<file path="config.mk">
export PLATFORM = sky130hd
export DESIGN_NAME = seq_det_ctrl_flat
export DESIGN_NICKNAME = d
export VERILOG_FILES = /design/src/rtl/seq_det_ctrl_if.sv /design/src/rtl/seq_det_ctrl.sv /design/src/flat_wrapper.sv
export SDC_FILE = /design/constraint.sdc
export NUM_CORES = 1
export LEC_CHECK = 0
export BUFFER_PORTS_ARGS = -buffer_cell sky130_fd_sc_hd__clkbuf_2
export CAP_MARGIN = 10
export CORE_AREA = 8 8 93 95
export DETAILED_ROUTE_END_ITERATION = 10
export DIE_AREA = 0 0 101 103
export PLACE_DENSITY = 0.49
export SETUP_SLACK_MARGIN = 0.15
export SLEW_MARGIN = 20
export SYNTH_ARGS = -nofsm -noshare
export SYNTH_HDL_FRONTEND = slang
export SYNTH_SLANG_ARGS = --single-unit
export TNS_END_PERCENT = 50
</file>
<file path="constraint.sdc">
create_clock -name clk -period 3 [get_ports clk]
set_input_delay 0.6 -clock clk [delete_from_list [all_inputs] [get_ports clk]]
set_output_delay 0.6 -clock clk [all_outputs]
set_load 0.005 [all_outputs]
</file>
<file path="src/rtl/seq_det_ctrl_if.sv">
// Configuration handshake and serial stream bundle for seq_det_ctrl.
interface seq_det_ctrl_if #(
  parameter int MAX_LEN = 8,
  parameter int LEN_W   = 4,
  parameter int CNT_W   = 8
);
  logic               cfg_valid;
  logic               cfg_ready;
  logic [MAX_LEN-1:0] cfg_pattern;
  logic [LEN_W-1:0]   cfg_len;
  logic [CNT_W-1:0]   cfg_target;
  logic               cfg_err;
  logic               seq_valid;
  logic               seq_bit;

  modport master (
    output cfg_valid, cfg_pattern, cfg_len, cfg_target, seq_valid, seq_bit,
    input  cfg_ready, cfg_err
  );
  modport slave (
    input  cfg_valid, cfg_pattern, cfg_len, cfg_target, seq_valid, seq_bit,
    output cfg_ready, cfg_err
  );
endinterface

</file>
<file path="src/rtl/seq_det_ctrl.sv">
// Run-time configurable serial pattern detector: overlapping matches, Mealy tick,
// saturating hit counter and stop after a programmed number of matches.
module seq_det_ctrl #(
  parameter int MAX_LEN = 8,
  parameter int LEN_W   = 4,
  parameter int CNT_W   = 8
) (
  input  logic             clk,
  input  logic             rst,
  seq_det_ctrl_if.slave    bus,
  input  logic             start,
  input  logic             abort,
  output logic             tick,
  output logic [CNT_W-1:0] match_cnt,
  output logic             busy,
  output logic             done
);
  typedef enum logic [1:0] {IDLE, ARMED, RUN, DONE} state_t;

  typedef struct packed {
    logic [MAX_LEN-1:0] pattern;
    logic [LEN_W-1:0]   len;
    logic [CNT_W-1:0]   target;
  } cfg_t;

  state_t             state, state_nxt;
  cfg_t               cfg, cfg_nxt;
  logic [MAX_LEN-1:0] history, hist_nxt;
  logic [LEN_W-1:0]   fill, fill_nxt;
  logic [CNT_W-1:0]   cnt_nxt;
  logic               err_q, err_nxt;

  logic               len_ok, fill_ok, hit;
  logic [MAX_LEN-1:0] window, mask;

  assign bus.cfg_ready = (state != RUN);
  assign bus.cfg_err   = err_q;
  assign busy          = (state == RUN);
  assign done          = (state == DONE);

  assign len_ok  = (bus.cfg_len != '0) && (bus.cfg_len <= LEN_W'(MAX_LEN));
  // Window is the newest MAX_LEN bits including the bit arriving this cycle.
  assign window  = {history[MAX_LEN-2:0], bus.seq_bit};
  assign mask    = ~({MAX_LEN{1'b1}} << cfg.len);
  assign fill_ok = ({1'b0, fill} + {{LEN_W{1'b0}}, 1'b1}) >= {1'b0, cfg.len};
  assign hit     = bus.seq_valid && fill_ok && (((window ^ cfg.pattern) & mask) == '0);

  always_ff @(posedge clk or posedge rst) begin
    if (rst) begin
      state     <= IDLE;
      cfg       <= '0;
      history   <= '0;
      fill      <= '0;
      match_cnt <= '0;
      err_q     <= 1'b0;
    end else begin
      state     <= state_nxt;
      cfg       <= cfg_nxt;
      history   <= hist_nxt;
      fill      <= fill_nxt;
      match_cnt <= cnt_nxt;
      err_q     <= err_nxt;
    end
  end

  always_comb begin
    state_nxt = state;
    cfg_nxt   = cfg;
    hist_nxt  = history;
    fill_nxt  = fill;
    cnt_nxt   = match_cnt;
    err_nxt   = 1'b0;
    tick      = 1'b0;
    if (bus.cfg_valid && bus.cfg_ready) begin
      // A rejected config freezes everything for that cycle, including start/abort.
      if (!len_ok) begin
        err_nxt = 1'b1;
      end else begin
        cfg_nxt   = '{pattern: bus.cfg_pattern, len: bus.cfg_len, target: bus.cfg_target};
        cnt_nxt   = '0;
        state_nxt = ARMED;
      end
    end else begin
      case (state)
        ARMED, DONE: begin
          if (abort) begin
            state_nxt = ARMED;
          end else if (start) begin
            state_nxt = RUN;
            hist_nxt  = '0;
            fill_nxt  = '0;
            cnt_nxt   = '0;
          end
        end
        RUN: begin
          if (abort) begin
            state_nxt = ARMED;
          end else if (bus.seq_valid) begin
            hist_nxt = window;
            if (fill != LEN_W'(MAX_LEN)) fill_nxt = fill + 1'b1;
            if (hit) begin
              tick = 1'b1;
              if (match_cnt != '1) begin
                cnt_nxt = match_cnt + 1'b1;
                if ((cfg.target != '0) && (cnt_nxt == cfg.target)) state_nxt = DONE;
              end
            end
          end
        end
        default: ;
      endcase
    end
  end
endmodule

</file>
<file path="src/flat_wrapper.sv">
// flat-port wrapper written by rule: the top's interface ports become plain ports
module seq_det_ctrl_flat 
#(
  parameter int MAX_LEN = 8,
  parameter int LEN_W   = 4,
  parameter int CNT_W   = 8
)
  (clk, rst, start, abort, tick, match_cnt, busy, done, bus_cfg_valid, bus_cfg_pattern, bus_cfg_len, bus_cfg_target, bus_seq_valid, bus_seq_bit, bus_cfg_ready, bus_cfg_err);
  seq_det_ctrl_if #(.MAX_LEN(MAX_LEN), .LEN_W(LEN_W), .CNT_W(CNT_W)) bus_i ();
  input  logic clk;
  input  logic rst;
  input  logic start;
  input  logic abort;
  output logic tick;
  output logic [CNT_W-1:0] match_cnt;
  output logic busy;
  output logic done;
  input wire logic [$bits(bus_i.cfg_valid)-1:0] bus_cfg_valid;
  input wire logic [$bits(bus_i.cfg_pattern)-1:0] bus_cfg_pattern;
  input wire logic [$bits(bus_i.cfg_len)-1:0] bus_cfg_len;
  input wire logic [$bits(bus_i.cfg_target)-1:0] bus_cfg_target;
  input wire logic [$bits(bus_i.seq_valid)-1:0] bus_seq_valid;
  input wire logic [$bits(bus_i.seq_bit)-1:0] bus_seq_bit;
  output wire logic [$bits(bus_i.cfg_ready)-1:0] bus_cfg_ready;
  output wire logic [$bits(bus_i.cfg_err)-1:0] bus_cfg_err;
  assign bus_i.cfg_valid = bus_cfg_valid;
  assign bus_i.cfg_pattern = bus_cfg_pattern;
  assign bus_i.cfg_len = bus_cfg_len;
  assign bus_i.cfg_target = bus_cfg_target;
  assign bus_i.seq_valid = bus_seq_valid;
  assign bus_i.seq_bit = bus_seq_bit;
  assign bus_cfg_ready = bus_i.cfg_ready;
  assign bus_cfg_err = bus_i.cfg_err;
  seq_det_ctrl #(.MAX_LEN(MAX_LEN), .LEN_W(LEN_W), .CNT_W(CNT_W)) u_core (.clk(clk), .rst(rst), .bus(bus_i), .start(start), .abort(abort), .tick(tick), .match_cnt(match_cnt), .busy(busy), .done(done));
endmodule
</file>
[After elaboration in Yosys (flattened, before gate mapping)]
Index checks and enable logic that the tools add are counted.
Storage, ports and cells
  bits in latches: 0
  input bits: 27
  memory bits (writable): 0
  memory bits (read-only): 0
  register bits after elaboration: 42
  output and inout port bits: 13
  memories: 0
  logic and storage cells: 93
Cells by class
  reduce and logical (&&, ||, !) cells: 16
  divide/modulo/power cells: 0
  equal/unequal tests: 24
  shift operators: 1
  muxes and demuxes: 35
  add/sub/neg operators: 3
  $mul: 0
  bitwise gates (word level): 4
  $lt $le $gt $ge: 2
Operators with widths (count)
  two-way mux 8 bit: 8
  two-way mux 4 bit: 5
  two-way mux 2 bit: 9
  inequality test 4 x 2 -> 1 bit, second input constant: 4
  case mux 8 bit (2 select lines): 1
  two-way mux 7 bit: 2
  case mux 7 bit (2 select lines): 1
  AND reduction 7 bit: 2
  inequality test 3 x 1 -> 1 bit, second input constant: 3
  inequality test 3 x 2 -> 1 bit, second input constant: 3
  adder 8 x 1 -> 8 bit, second input constant: 1
  AND 8 bit: 1
  equality test 8 bit: 1
  zero test 8 bit: 1
  inequality test 2 bit, second input constant: 4
  inequality test 8 bit, second input constant: 1
  inverter 8 bit: 1
  case mux 4 bit (2 select lines): 1
  AND reduction 8 bit: 1
  nonzero test 8 bit: 1
  << shifter 8 x 4 -> 8 bit, first input constant: 1
  XOR 8 bit: 1
  two-way mux 1 bit: 7
  inequality test 2 x 1 -> 1 bit, second input constant: 3
  17 further kinds: 22

[Logic depth before layout (Yosys ltp)]
  depth in word-level cells: 10
  mapped depth: 10
  gate-level depth less buffers: 9

[Worst setup path before layout]
Ideal clock, no wire load.
  kind: input port to flip-flop
  start: input port bus_cfg_len[0]
  end: register u_core.state[1]
  path buffers: 0
  arrival: 2.327 ns
  stages on the path: 7
  data required time: 2.872 ns
  library setup time: 0.128 ns
  path slack: 0.545 ns
  cells stage by stage: nor3_1 xnor2_1 nor2_1 or4_4 nor4_4 a41oi_1 mux2_1
On the way
  cells in the longest elaborated chain, start to end: 4
  elaborated cells on any way between the ends: 5
  those cells by class: 1 x order compare; 1 x eq/ne; 3 x reduce/logical
RTL lines
  start: declaration: line flat_wrapper.sv:20  | input wire logic [$bits(bus_i.cfg_len)-1:0] bus_cfg_len;
  <= comparator 4 bit / nonzero test 4 bit (equally long branches): line seq_det_ctrl.sv:41  | assign len_ok = (bus.cfg_len != '0) && (bus.cfg_len <= LEN_W'(MAX_LEN));
  logical AND 1 bit *: line seq_det_ctrl.sv:41
  inequality test 2 x 1 -> 1 bit (no line) *
  AND reduction 7 bit (no line) *
  end signal: assignment: line seq_det_ctrl.sv:57  | state <= state_nxt;
  end: declaration: line seq_det_ctrl.sv:26  | state_t state, state_nxt;
Mark *: on every way between the ends. The rest lies on a longest branch, timed or not.
A chain may end at the register's enable or synchronous reset.

[Final worst setup path]
  start: register u_core.fill[0]
  end: output port tick
On the way
  cells in the longest elaborated chain, start to end: 9
RTL lines
  start: declaration: line seq_det_ctrl.sv:29  | logic [LEN_W-1:0] fill, fill_nxt;
  start signal: assignment: line seq_det_ctrl.sv:60  | fill <= fill_nxt;
  adder 4 x 1 -> 5 bit: line seq_det_ctrl.sv:45  | assign fill_ok = ({1'b0, fill} + {{LEN_W{1'b0}}, 1'b1}) >= {1'b0, cfg.len};
  >= comparator 5 x 4 -> 1 bit: line seq_det_ctrl.sv:45
  logical AND 1 bit (2 in series): line seq_det_ctrl.sv:46  | assign hit = bus.seq_valid && fill_ok && (((window ^ cfg.pattern) & mask) == '0);
  two-way mux 1 bit: line seq_det_ctrl.sv:101  | if (hit) begin
  two-way mux 1 bit: line seq_det_ctrl.sv:98  | end else if (bus.seq_valid) begin
  two-way mux 1 bit: line seq_det_ctrl.sv:96  | if (abort) begin
  two-way mux 1 bit: line seq_det_ctrl.sv:84  | case (state)
  two-way mux 1 bit: line seq_det_ctrl.sv:74  | if (bus.cfg_valid && bus.cfg_ready) begin
  end: declaration: line flat_wrapper.sv:14  | output logic tick;
Every way passes these cells.

==> impl_metrics.ini <==
[outcome]
status = completed

[timing]
finalHoldViolCount = 0
rsz0062_at_grt = false
setup_viol = 0
worst_pin_slew_ps = 551
fin_crit_ps = 2730
slew_viol_final = 0
fin_tns_setup_ps = 0
max_freq_mhz = 366
skew_ps = 11.7
fin_crit_sh_pct = 91.1
relSlewSlack_pct = 63.0

[critical_path]
worstReg2RegEnd = u_core.state[1]
cp_data_required_time_ps = 2400
cp-end-kind = primary output
timing.rr.start = u_core.fill[0]
startpoint = u_core.fill[0]
start_kind = flop
rr_worst_depth = 10
cp_max_fo = 4
critPathKind = flop to primary output
critPathCapture = tick
crit_arrival_ps = 2130
reg2reg_slack_ps = 450

[synthesis]
async_flop_share_pct = 100
ys.flop_type = dfrtp_1
synth_cell_types = 45
synth.avg_cell_area_sq_um = 10.2
syn_nets = 272
ys_seq_area_share_pct = 43.4
yosysWarnings = 0
synthCells = 238
synth-edff-count = 0
syn_area_sq_um = 2420
ys_seq_elements = 42

[power_and_ir_drop]
leakage_uw = 0.00132
peakVddDrop_v = 0.000252
p_per_area_nw_per_um2 = 569
finalPower_uw = 1640

[die]
core_area_sq_um = 7140
rows = 31
initial_core_util_pct = 34.0
chipHeight_microns = 103
die_x_microns = 101
fp.dieArea_sq_um = 10400
ios = 40

[global_routing]
grt_pass1_vias = 1932
antenna_found_initial = 0
grt_pass1_wl_microns = 9890
gr-total-overflow = 0
gr-usage-all-layers_pct = 12.1
grt_start_max_net_pins = 30

[clock_network]
clkSinkCount = 42
cts_hold_buf = 0
clk_latency_ps = 300
path_clk_slew_ps = 90
root_buffer = clkbuf_8
htree_levels = 2
clockBufferDepth = 2
cts_buffers = 5
cts_tree = yes

[detailed_routing]
ant_nets = 0
vias_per_cell = 5.12
routed_wl_microns = 6090
wire_per_inst_microns = 16.0
first_iter_violations = 86
vias = 1947
dr.pass1.iters = 5
drc = 0

[place]
hpwl_microns = 4550
gp_congestion = 0.770
numPortBuffers = 39

[cells_and_area]
final.fill_count = 755
fin_nets = 314
diodes = 0
drive_gt1_share_pct = 28.5
area_growth_pct = 18.9

[run]
maxCapViolCount = 0

[worst_hold_path]
hp-class = input port to async pin
-- worst max-delay path, cell delays in order, from the launching register on --
cell and delay, ps:
dfrtp_2 450, inv_1 150, ha_4 230, ha_1 260, o21ai_1 90, a21oi_1 100
a311oi_2 360, nor4_2 80, clkbuf_2 120
-- how the worst min path moves through the flow --
stage,depth (start not counted),slack (ps),endpoint
after floorplan,1,480,u_core.cfg[0]
after global placement,1,500,u_core.cfg[0]
after detailed placement,1,520,u_core.cfg[0]
after CTS,2,270,u_core.match_cnt[2]
after global routing,2,290,u_core.match_cnt[7]
final,2,250,u_core.match_cnt[2]
-- cell families (layout without fill, tap and decap cells) --
group / Yosys count / in the layout / synth area share, %
AOI/OAI and AO/OA: 55 / 55 / 16.4
muxes: 23 / 23 / 10.6
DFF: 42 / 42 / 43.4
adders and majority gates: 7 / 7 / 3.61
xor gates and xnor gates: 20 / 20 / 7.23
buffers and inverters: 23 / 66 / 3.67
and+or+nand+nor: 68 / 68 / 15.2
-- sequential cells by signal, indices dropped and copies added, names as in the netlist --
register            count
u_core.state            2
u_core.bus.cfg_err      1
u_core.cfg             20
u_core.fill             4
u_core.history          7
u_core.match_cnt        8
-- layout make-up --
| class | count | area (sq um) | share of cell area (%) |
|---|---|---|---|
| clock buffer | 7 | 86.3 | 3.00 |
| clock inverter | 1 | 5.00 | 0.174 |
| inverter | 12 | 45.0 | 1.56 |
| multi-input combinational | 173 | 1320 | 45.9 |
| sequential | 42 | 1050 | 36.5 |
| tap | 99 | 124 | 4.30 |
| timing repair buffer | 46 | 248 | 8.60 |
-- cells in the final DEF, fill, tap and decap left out, drive strengths merged, types with 10 or more instances in the layout --
| cell | instances |
|---|---|
| nand3 | 10 |
| dfrtp | 42 |
| inv | 11 |
| nand2 | 10 |
| xnor2 | 13 |
| clkbuf | 46 |
| o21ai | 12 |
| nor2 | 17 |
| mux2 | 21 |
| a22o | 10 |
-- routing by layer --
layer  routed length, microns  share of wire (%)  global-route usage [%]
met1                     3140                 52                    17.3
met2                     2630                 43                    17.6
met4                       67                1.1                    4.12
met3                      250                4.1                    2.57
met5                        0                  0                       0
-- what timing repair did --
action | in CTS | in global routing
resized for setup | 2 | 5
endpoints found under the setup margin | 1 | 1
setup buffers | 0 | 1
pin swaps | 0 | 2
-- power breakdown --
group / internal, uW / total (uW) / switching [uW] / leakage (uW)
Clock: 186 / 382 / 197 / 0.0000482
Sequential: 658 / 774 / 116 / 0.000536
Combinational: 243 / 481 / 239 / 0.000732
Total: 1090 / 1640 / 551 / 0.00132
-- cell usage after synthesis, drive strengths merged, types with 2 or more instances --
| cell type | instances | area, sq um |
|---|---|---|
| ha | 7 | 87.6 |
| nor2 | 17 | 63.8 |
| nand4 | 4 | 25.0 |
| xnor2 | 13 | 114 |
| a22o | 10 | 87.6 |
| a21oi | 7 | 35.0 |
| and3 | 5 | 31.3 |
| mux2 | 21 | 236 |
| inv | 12 | 45.0 |
| a32oi | 3 | 26.3 |
| a31o | 3 | 26.3 |
| mux2i | 2 | 20.0 |
| nor3 | 8 | 45.0 |
| nor4b | 2 | 17.5 |
| a211o | 3 | 26.3 |
| o22ai | 2 | 12.5 |
| nor3b | 2 | 15.0 |
| nor4 | 5 | 46.3 |
| buf | 3 | 13.8 |
| a31oi | 3 | 18.8 |
| a21o | 2 | 15.0 |
| dfrtp | 42 | 1050 |
| o21ai | 12 | 60.1 |
| nand2b | 2 | 12.5 |
| a41oi | 2 | 17.5 |
| nand3 | 10 | 50.1 |
| nand2 | 10 | 37.5 |
| xor2 | 7 | 61.3 |
| clkbuf | 8 | 30.0 |
-- metrics by stage --
stage	hold WS [ps]	std cells	area [sq um]	utilization (%)	setup WS, ps
after floorplan	479	238	2420	-	545
after global placement	497	371	2740	38.4	277
after detailed placement	519	371	2740	38.4	219
after CTS	273	379	2850	39.9	184
after global routing	288	380	2880	40.4	140
final	250	380	2880	40.4	268
Note: power is estimated with default switching activity, not from simulation.
